$ cat src/rtl/cc_frogger_pkg.sv
// Shared Frogger definitions: controller state encoding and row-7 defaults.
package cc_frogger_pkg;

   localparam int         DATAWIDTH_DEF = 8;
   localparam logic [7:0] WIN_MASK_DEF  = 8'hFF;
   localparam logic [3:0] COUNT_MAX     = 4'd15;

   typedef enum logic [2:0] {
      ST_IDLE     = 3'd0,
      ST_COMMIT   = 3'd1,
      ST_HOLD     = 3'd2,
      ST_LEVELUP  = 3'd3,
      ST_CLEARROW = 3'd4
   } state_t;

endpackage

$ cat src/rtl/cc_nestcommit_holdcnt.sv
// Loadable down-counter with a done flag; shared by the nest and respawn controllers.
module cc_nestcommit_holdcnt #(
   parameter int W = 24
) (
   input  logic         clk_i,
   input  logic         rst_ni,
   input  logic         clr_i,
   input  logic         load_i,
   input  logic [W-1:0] val_i,
   input  logic         en_i,
   output logic         done_o
);

   logic [W-1:0] cnt_q, cnt_d;

   always_comb begin
      cnt_d = cnt_q;
      if (load_i)
         cnt_d = val_i;
      else if (en_i && (cnt_q != '0))
         cnt_d = cnt_q - 1'b1;
   end

   always_ff @(posedge clk_i or negedge rst_ni) begin
      if (!rst_ni)
         cnt_q <= '0;
      else if (clr_i)
         cnt_q <= '0;
      else
         cnt_q <= cnt_d;
   end

   assign done_o = (cnt_q == '0);

endmodule

$ cat src/rtl/cc_nestcommit.sv
// Row-7 nest write-back controller: commits filled nests, requests respawn,
// and signals level completion before wiping the home row.
module cc_nestcommit
   import cc_frogger_pkg::*;
#(
   parameter int                   DATAWIDTH   = DATAWIDTH_DEF,
   parameter logic [DATAWIDTH-1:0] WIN_MASK    = DATAWIDTH'(WIN_MASK_DEF),
   parameter int                   HOLD_CYCLES = 4,
   parameter int                   HOLD_W      = 24
) (
   input  logic                 CC_NESTCOMMIT_CLOCK_50,
   input  logic                 CC_NESTCOMMIT_RESET_InLow,
   input  logic                 CC_NESTCOMMIT_Clear_InHigh,
   input  logic                 CC_NESTCOMMIT_NN_InLow,
   input  logic                 CC_NESTCOMMIT_Lose_InLow,
   input  logic [DATAWIDTH-1:0] CC_NESTCOMMIT_WinF_In,
   output logic [DATAWIDTH-1:0] CC_NESTCOMMIT_Row7_Out,
   output logic                 CC_NESTCOMMIT_Load_OutHigh,
   output logic                 CC_NESTCOMMIT_Respawn_OutHigh,
   output logic                 CC_NESTCOMMIT_LevelUp_OutHigh,
   output logic [3:0]           CC_NESTCOMMIT_Count_Out,
   output logic                 CC_NESTCOMMIT_Busy_OutHigh
);

   // The counter is preloaded with HOLD_CYCLES-1 so HOLD lasts exactly HOLD_CYCLES edges.
   localparam int HOLD_INIT = (HOLD_CYCLES > 0) ? HOLD_CYCLES - 1 : 0;

   state_t               state_q;
   logic [DATAWIDTH-1:0] shadow_q, lat_q;
   logic [3:0]           count_q;
   logic                 nn_q, first_q;
   logic                 load_q, resp_q, lvl_q, busy_q;

   logic nest_evt, same_row, hold_load, hold_en, hold_done, row_full;

   assign nest_evt  = CC_NESTCOMMIT_NN_InLow && !nn_q && !CC_NESTCOMMIT_Lose_InLow;
   assign same_row  = (CC_NESTCOMMIT_WinF_In == shadow_q);
   assign hold_load = (state_q == ST_COMMIT) || ((state_q == ST_IDLE) && nest_evt && same_row);
   assign hold_en   = (state_q == ST_HOLD);
   assign row_full  = ((shadow_q & WIN_MASK) == WIN_MASK);

   cc_nestcommit_holdcnt #(.W(HOLD_W)) u_holdcnt (
      .clk_i  (CC_NESTCOMMIT_CLOCK_50),
      .rst_ni (CC_NESTCOMMIT_RESET_InLow),
      .clr_i  (CC_NESTCOMMIT_Clear_InHigh),
      .load_i (hold_load),
      .val_i  (HOLD_W'(HOLD_INIT)),
      .en_i   (hold_en),
      .done_o (hold_done)
   );

   always_ff @(posedge CC_NESTCOMMIT_CLOCK_50 or negedge CC_NESTCOMMIT_RESET_InLow) begin
      if (!CC_NESTCOMMIT_RESET_InLow) begin
         state_q  <= ST_IDLE;
         shadow_q <= '0;
         lat_q    <= '0;
         count_q  <= '0;
         nn_q     <= 1'b0;
         first_q  <= 1'b0;
         load_q   <= 1'b0;
         resp_q   <= 1'b0;
         lvl_q    <= 1'b0;
         busy_q   <= 1'b0;
      end else if (CC_NESTCOMMIT_Clear_InHigh) begin
         state_q  <= ST_IDLE;
         shadow_q <= '0;
         lat_q    <= '0;
         count_q  <= '0;
         nn_q     <= 1'b0;
         first_q  <= 1'b0;
         load_q   <= 1'b0;
         resp_q   <= 1'b0;
         lvl_q    <= 1'b0;
         busy_q   <= 1'b0;
      end else begin
         nn_q   <= CC_NESTCOMMIT_NN_InLow;
         load_q <= 1'b0;
         resp_q <= 1'b0;
         lvl_q  <= 1'b0;
         case (state_q)
            ST_IDLE: begin
               if (nest_evt) begin
                  busy_q <= 1'b1;
                  if (!same_row) begin
                     lat_q   <= CC_NESTCOMMIT_WinF_In;
                     state_q <= ST_COMMIT;
                  end else begin
                     first_q <= 1'b1;
                     state_q <= ST_HOLD;
                  end
               end
            end
            ST_COMMIT: begin
               load_q   <= 1'b1;
               shadow_q <= lat_q;
               if (count_q != COUNT_MAX)
                  count_q <= count_q + 4'd1;
               first_q  <= 1'b1;
               state_q  <= ST_HOLD;
            end
            // Nest edges are deliberately ignored here: the frog still sits on row 7.
            ST_HOLD: begin
               resp_q  <= first_q;
               first_q <= 1'b0;
               if (hold_done) begin
                  state_q <= row_full ? ST_LEVELUP : ST_IDLE;
                  busy_q  <= row_full;
               end
            end
            ST_LEVELUP: begin
               lvl_q   <= 1'b1;
               state_q <= ST_CLEARROW;
            end
            ST_CLEARROW: begin
               load_q   <= 1'b1;
               shadow_q <= '0;
               count_q  <= '0;
               busy_q   <= 1'b0;
               state_q  <= ST_IDLE;
            end
            default: begin
               busy_q  <= 1'b0;
               state_q <= ST_IDLE;
            end
         endcase
      end
   end

   assign CC_NESTCOMMIT_Row7_Out        = shadow_q;
   assign CC_NESTCOMMIT_Load_OutHigh    = load_q;
   assign CC_NESTCOMMIT_Respawn_OutHigh = resp_q;
   assign CC_NESTCOMMIT_LevelUp_OutHigh = lvl_q;
   assign CC_NESTCOMMIT_Count_Out       = count_q;
   assign CC_NESTCOMMIT_Busy_OutHigh    = busy_q;

endmodule

$ cat config.mk
export PLATFORM = sky130hd
export DESIGN_NAME = cc_nestcommit
export DESIGN_NICKNAME = d
export VERILOG_FILES = /design/src/rtl/cc_frogger_pkg.sv /design/src/rtl/cc_nestcommit_holdcnt.sv /design/src/rtl/cc_nestcommit.sv
export SDC_FILE = /design/constraint.sdc
export NUM_CORES = 1
export LEC_CHECK = 0
export BUFFER_PORTS_ARGS = -buffer_cell sky130_fd_sc_hd__buf_2
export CAP_MARGIN = 20
export CORE_MARGIN = 4
export CORE_UTILIZATION = 53
export CTS_CLUSTER_DIAMETER = 60
export DETAILED_ROUTE_END_ITERATION = 6
export GPL_ROUTABILITY_DRIVEN = 1
export GPL_TIMING_DRIVEN = 0
export PLACE_DENSITY_LB_ADDON = 0.12
export SKIP_LAST_GASP = 1
export SLEW_MARGIN = 10
export SYNTH_ARGS = -nofsm -noshare
export SYNTH_HDL_FRONTEND = slang
export SYNTH_SLANG_ARGS = --single-unit
$ cat constraint.sdc
create_clock -name CC_NESTCOMMIT_CLOCK_50 -period 2 [get_ports CC_NESTCOMMIT_CLOCK_50]
set_clock_uncertainty 0.2 [all_clocks]
set_input_delay 0.3 -clock CC_NESTCOMMIT_CLOCK_50 [delete_from_list [all_inputs] [get_ports CC_NESTCOMMIT_CLOCK_50]]
set_output_delay 0.3 -clock CC_NESTCOMMIT_CLOCK_50 [all_outputs]
set_load 0.02 [all_outputs]
# Word level (Yosys, flattened, before mapping)
# Cells that the tools add are included.
[totals]
ff_bits = 53
input_bits = 13
output_inout_bits = 16
wordCells = 82
[classes]
add_sub_neg = 2
eq_ne = 13
mux = 33
n_reduce_logical = 23
[ops]
columns = ["cell", "count"]
rows = [
  ["two-way mux 24 bit", 3],
  ["two-way mux 8 bit", 5],
  ["logical NOT 24 bit", 1],
  ["nonzero test 24 bit", 1],
  ["subtractor 24 x 1 -> 24 bit (second input constant)", 1],
  ["case mux 8 bit (2 select lines)", 1],
  ["two-way mux 1 bit", 13],
  ["case mux 3 bit (4 select lines)", 1],
  ["two-way mux 3 bit", 3],
  ["!= test 3 bit (second input constant)", 3],
  ["AND reduction 3 bit", 3],
  ["== test 8 bit", 1],
  ["== test 8 bit (second input constant)", 1],
  ["two-way mux 4 bit", 2],
  ["case mux 4 bit (2 select lines)", 1],
  ["== test 3 x 2 -> 1 bit (second input constant)", 2],
  ["case mux 1 bit (3 select lines)", 2],
  ["nonzero test 3 bit", 2],
  ["logical AND 1 bit", 5],
  ["adder 4 x 1 -> 4 bit (second input constant)", 1],
  ["two-way mux 2 bit", 2],
  ["!= test 4 bit (second input constant)", 1],
  ["AND reduction 2 bit", 2],
  ["nonzero test 2 bit", 2],
  ["10 further kinds", 12],
]

# Depth between registers and ports, before layout
[logic_depth]
depth_word = 8
ltp_mapped = 8
mapped_depth_nobuf = 7

# Modules after synthesis
# From an unflattened synthesis, not the netlist that was laid out.
[hier_totals]
hier_cells = 330
area_unflattened_um2 = 3160.5
[by_module_without_submodules]
columns = ["module", "n_inst", "cells_per_inst", "area_per_inst_um2", "seq_area_each_um2"]
rows = [
  ["cc_nestcommit", 1, 157, 1606.5, 725.7],
  ["cc_nestcommit_holdcnt", 1, 173, 1554.0, 600.6],
]

# Worst setup path before layout
# Ideal clock, no wire load.
[synth_timing]
kind = "register to register"
start = "register u_holdcnt.cnt_q[17]"
end = "register u_holdcnt.cnt_q[21]"
setup_time_ns = 0.120
arrival_ns = 1.830
required_time_ns = 1.680
setup_slack_ns = -0.149
stages_incl_launch_ff = 6
n_path_buf = 0
synth_period_minus_slack_ns = 2.149
path_cell_list = "dfrtp_1 or4_4 or4_4 nor4_4 xnor2_1 nor2_2"
[synth_via]
elab_chain_cells = 4
word_cells_on_any_way = 7
cone_classes = "add/sub (1); mux (3); reduce/logical (3)"
[synth_lines]
columns = ["item", "line_no", "text"]
rows = [
  ["from (decl)", "cc_nestcommit_holdcnt.sv:14", "logic [W-1:0] cnt_q, cnt_d;"],
  ["from (signal assigned)", "cc_nestcommit_holdcnt.sv:30", "cnt_q <= cnt_d;"],
  ["subtractor 24 x 1 -> 24 bit", "cc_nestcommit_holdcnt.sv:21", "cnt_d = cnt_q - 1'b1;"],
  ["two-way mux 24 bit", "cc_nestcommit_holdcnt.sv:20", "else if (en_i && (cnt_q != '0))"],
  ["two-way mux 24 bit", "cc_nestcommit_holdcnt.sv:18", "if (load_i)"],
  ["two-way mux 24 bit", "cc_nestcommit_holdcnt.sv:27", "else if (clr_i)"],
]
# Several ways; a longest one is shown, not always the timed one. The select of a mux whose other input is x is not followed.
# A chain may end at the register's enable or synchronous reset.

# Worst setup path in the final report
[layout_timing]
start = "register u_holdcnt.cnt_q[18]"
end = "register u_holdcnt.cnt_q[1]"
[layout_via]
elab_chain_cells = 3
[layout_lines]
columns = ["item", "line_no"]
rows = [
  ["nonzero test 24 bit", "cc_nestcommit_holdcnt.sv:20"],
  ["logical AND 1 bit", "cc_nestcommit_holdcnt.sv:20"],
  ["nonzero test 3 bit (no source line)", "-"],
]
# No other way between the ends.

==> results.txt <==
failing checks: negative setup slack
largest net degree at the start of global routing: 30
status: finished with violations
register area: 1330 µm²
unique cell type count in the Yosys netlist: 44
I/O Pins: 29
RSZ-0062 raised after global routing: true
final setup margin: -0.131 ns
Hold Vio Cnt, Final: 0
post-route clock period utilization: 1.07
synthesized area: 2730 µm²
area share of the leading cell type in the synthesized netlist: 0.486
first-pass GRT wire length: 10900 µm
DRT iter0 DRCs: 114
Post-Synth XOR/XNOR Area: 0.0931
compound-gate portion of the synthesized area: 0.0894
area leader, netlist: dfrtp_1
biggest cell delay along the critical path: 0.47 ns
number of enable flip-flop cells after synthesis: 0
Setup Viol. Count Final: 24
crit-path max FO: 5
Layout Cell Area excl Fill: 3780 µm²
IR drop worst, VDD: 1.45 mV
die width: 79.8 µm
top cells by instance count after synthesis: 53 x dfrtp_1, 46 x nor2_1, 16 x mux2i_1, 16 x xor2_1, 14 x nor4_1
share of layout cells above drive strength 1: 0.381
TritonCTS clock tree: yes
Critical Path Slowest Stage Cell: dfrtp_1
starting density of the core: 0.563
n_diodes: 0
Core ar.: 4850 µm²
Fmax achieved: 469 MHz
Syn-to-layout area delta: 38.5%
Post-DRT Antenna Nets: 0
warnings from Yosys: 0
Synth Flop Type: dfrtp_1
Die Ht: 79.8 µm
CTS max path bufs: 2
top cells by area, synth: dfrtp_1 49%, nor2_1 6.3%, mux2i_1 5.9%
Slew @ Worst Pin: 0.577 ns
footprint of the multi-input gates: 1690 µm²
final total power: 6.55 mW
Initial DRT Pass Iterations: 4
required time worst endpoint: 2.04 ns
Synth Instances: 271
# DRC: 0
Max-Cap Viols: 0
largest family of logic cells by synthesized area: simple AND/OR/NAND/NOR gates
die area: 6360 µm²
crit path capture type: register
Synth Area per Inst: 10.1 µm²
via/cell ratio: 5.74
Simple-Gate Fraction of Synth Area: 0.227
syn nets: 287
RePlAce Congestion: 0.788
Sink Count: 53
Async SR Flop Fraction: 1.00
placed wire-length estimate: 3770 µm
Worst-path clk slew: 0.10 ns
Max-slew headroom: 0.612
mux share of post-synthesis cell area: 0.0628
crit path DAT: 2.17 ns
CP Launch Type: register
sequential area share after synthesis: 0.486
worst hold path class: primary input to register
number of global-route vias before repair: 2218
Post-DP Area: 3010 µm²
register bit total from synthesis: 53
GRT Total Usage: 0.222
Slew Viols, Final: 0
power density over cell area: 1730 nW/µm²
setup TNS: -1.62 ns
Port-buffer cells: 28
WS Path Type: register to register
CTS H-Tree Depth: 2
Nets: 354
vias: 2329
Core Rows: 25
routed wire length: 6950 µm
initial antenna violation count: 0
total CTS buffers: 5
Clk Latency, worst-skew pair: 0.31 ns
P_leak: 1.71 nW
Root Buffer: clkbuf_8
total global routing overflow: 0
adder-cell share of the synthesized area: 0.0138
worst path cell trace: nor4_4 -> nand4_1 -> buf_6 -> o21ai_4 -> mux2_4 -> a21oi_2
R2R Setup Slk: -0.13 ns
drt wl/cell: 17.1 µm
# fillers: 288
clock period minus worst slack: 2.13 ns
count leader, synth: dfrtp_1
## report_power, final
group          switching, mW  internal [mW]  total [mW]
sequential             0.229           1.26        1.49
clock                  0.368          0.497       0.865
combinational           2.44           1.76        4.20
## cells in the final DEF (no fill, tap or decap), types with 6 or more instances in the layout
master | Yosys | layout
mux2i_1 | 16 | 16
clkbuf_8 | 0 | 6
xnor2_1 | 13 | 13
nor2_1 | 46 | 46
buf_6 | 0 | 9
buf_2 | 7 | 29
xor2_1 | 16 | 15
dfrtp_1 | 53 | 50
o211ai_1 | 7 | 7
buf_4 | 0 | 28
nor4_4 | 1 | 10
nand2_1 | 9 | 7
## routing by layer
layer  up-vias  track usage  share of wire
met5         -            0              0
met4         0       0.0693          0.019
met3        15       0.0429          0.052
met2        60        0.343           0.49
met1      1163        0.315           0.44
li1       1091            -              -
## cells by family after synthesis
group | after synthesis
buf+inv | 18
fa+ha+maj | 3
simple gates | 115
flops | 53
mux | 17
compound gates | 36
xor+xnor | 29
## worst paths after layout
| path | end | depth (start not counted) | from |
|---|---|---|---|
| max | u_holdcnt.cnt_q[1] | 6 | u_holdcnt.cnt_q[18] |
| min | nn_q | 2 | CC_NESTCOMMIT_NN_InLow |
| max reg2reg | u_holdcnt.cnt_q[1] | 6 | u_holdcnt.cnt_q[18] |
| min reg2reg | CC_NESTCOMMIT_Row7_Out[2] | 2 | lat_q[2] |
| max in group asynchronous | CC_NESTCOMMIT_Row7_Out[4] | 3 | CC_NESTCOMMIT_RESET_InLow |
| min in group asynchronous | u_holdcnt.cnt_q[17] | 2 | CC_NESTCOMMIT_RESET_InLow |
## critical path, delay by kind of cell (launching register included)
kind | cells | cell delay [ns]
AND/OR/NAND/NOR | 2 | 0.53
flip-flops | 1 | 0.47
AO/OA/AOI/OAI | 2 | 0.35
multiplexers | 1 | 0.33
buffers and inverters | 1 | 0.16
## repair_timing
| action | 4_1_cts | 5_1_grt |
|---|---|---|
| hold endpoints to repair | 24 | 0 |
| gates cloned | 1 | 0 |
| endpoints found under the setup margin | 35 | 37 |
| hold buffers | 1 | 0 |
| setup buffers | 21 | 9 |
| pin swaps | 13 | 24 |
| resized for setup | 44 | 42 |
## registers in the layout (all words and copies together) (netlist names)
name / count
CC_NESTCOMMIT_Count_Out: 4
u_holdcnt.cnt_q: 24
CC_NESTCOMMIT_Respawn_OutHigh: 1
CC_NESTCOMMIT_Busy_OutHigh: 1
CC_NESTCOMMIT_Load_OutHigh: 1
nn_q: 1
CC_NESTCOMMIT_LevelUp_OutHigh: 1
first_q: 1
state_q: 3
CC_NESTCOMMIT_Row7_Out: 8
lat_q: 8
## through the flow
| stage | instances | setup WS (ns) | hold WS [ns] | util |
|---|---|---|---|---|
| 2_1_floorplan | 271 | -0.0224 | -0.196 | - |
| 3_3_place_gp | 366 | -0.390 | 0.290 | 0.617 |
| 3_5_place_dp | 367 | -0.402 | 0.126 | 0.621 |
| 4_1_cts | 398 | -0.0726 | 0.0397 | 0.728 |
| 5_1_grt | 406 | -0.224 | 0.0307 | 0.780 |
| 6_report | 406 | -0.131 | 0.0313 | 0.780 |
## area by class of cell
class | instances | area share
Timing Repair Buffer | 61 | 0.111
Clock buffer | 5 | 0.0182
Tap cell | 67 | 0.0222
Clock inverter | 3 | 0.0172
Inverter | 5 | 0.00497
Multi-Input combinational cell | 200 | 0.446
Sequential cell | 53 | 0.352
Buffer | 12 | 0.0288
Power figures use the tool's default switching activity.
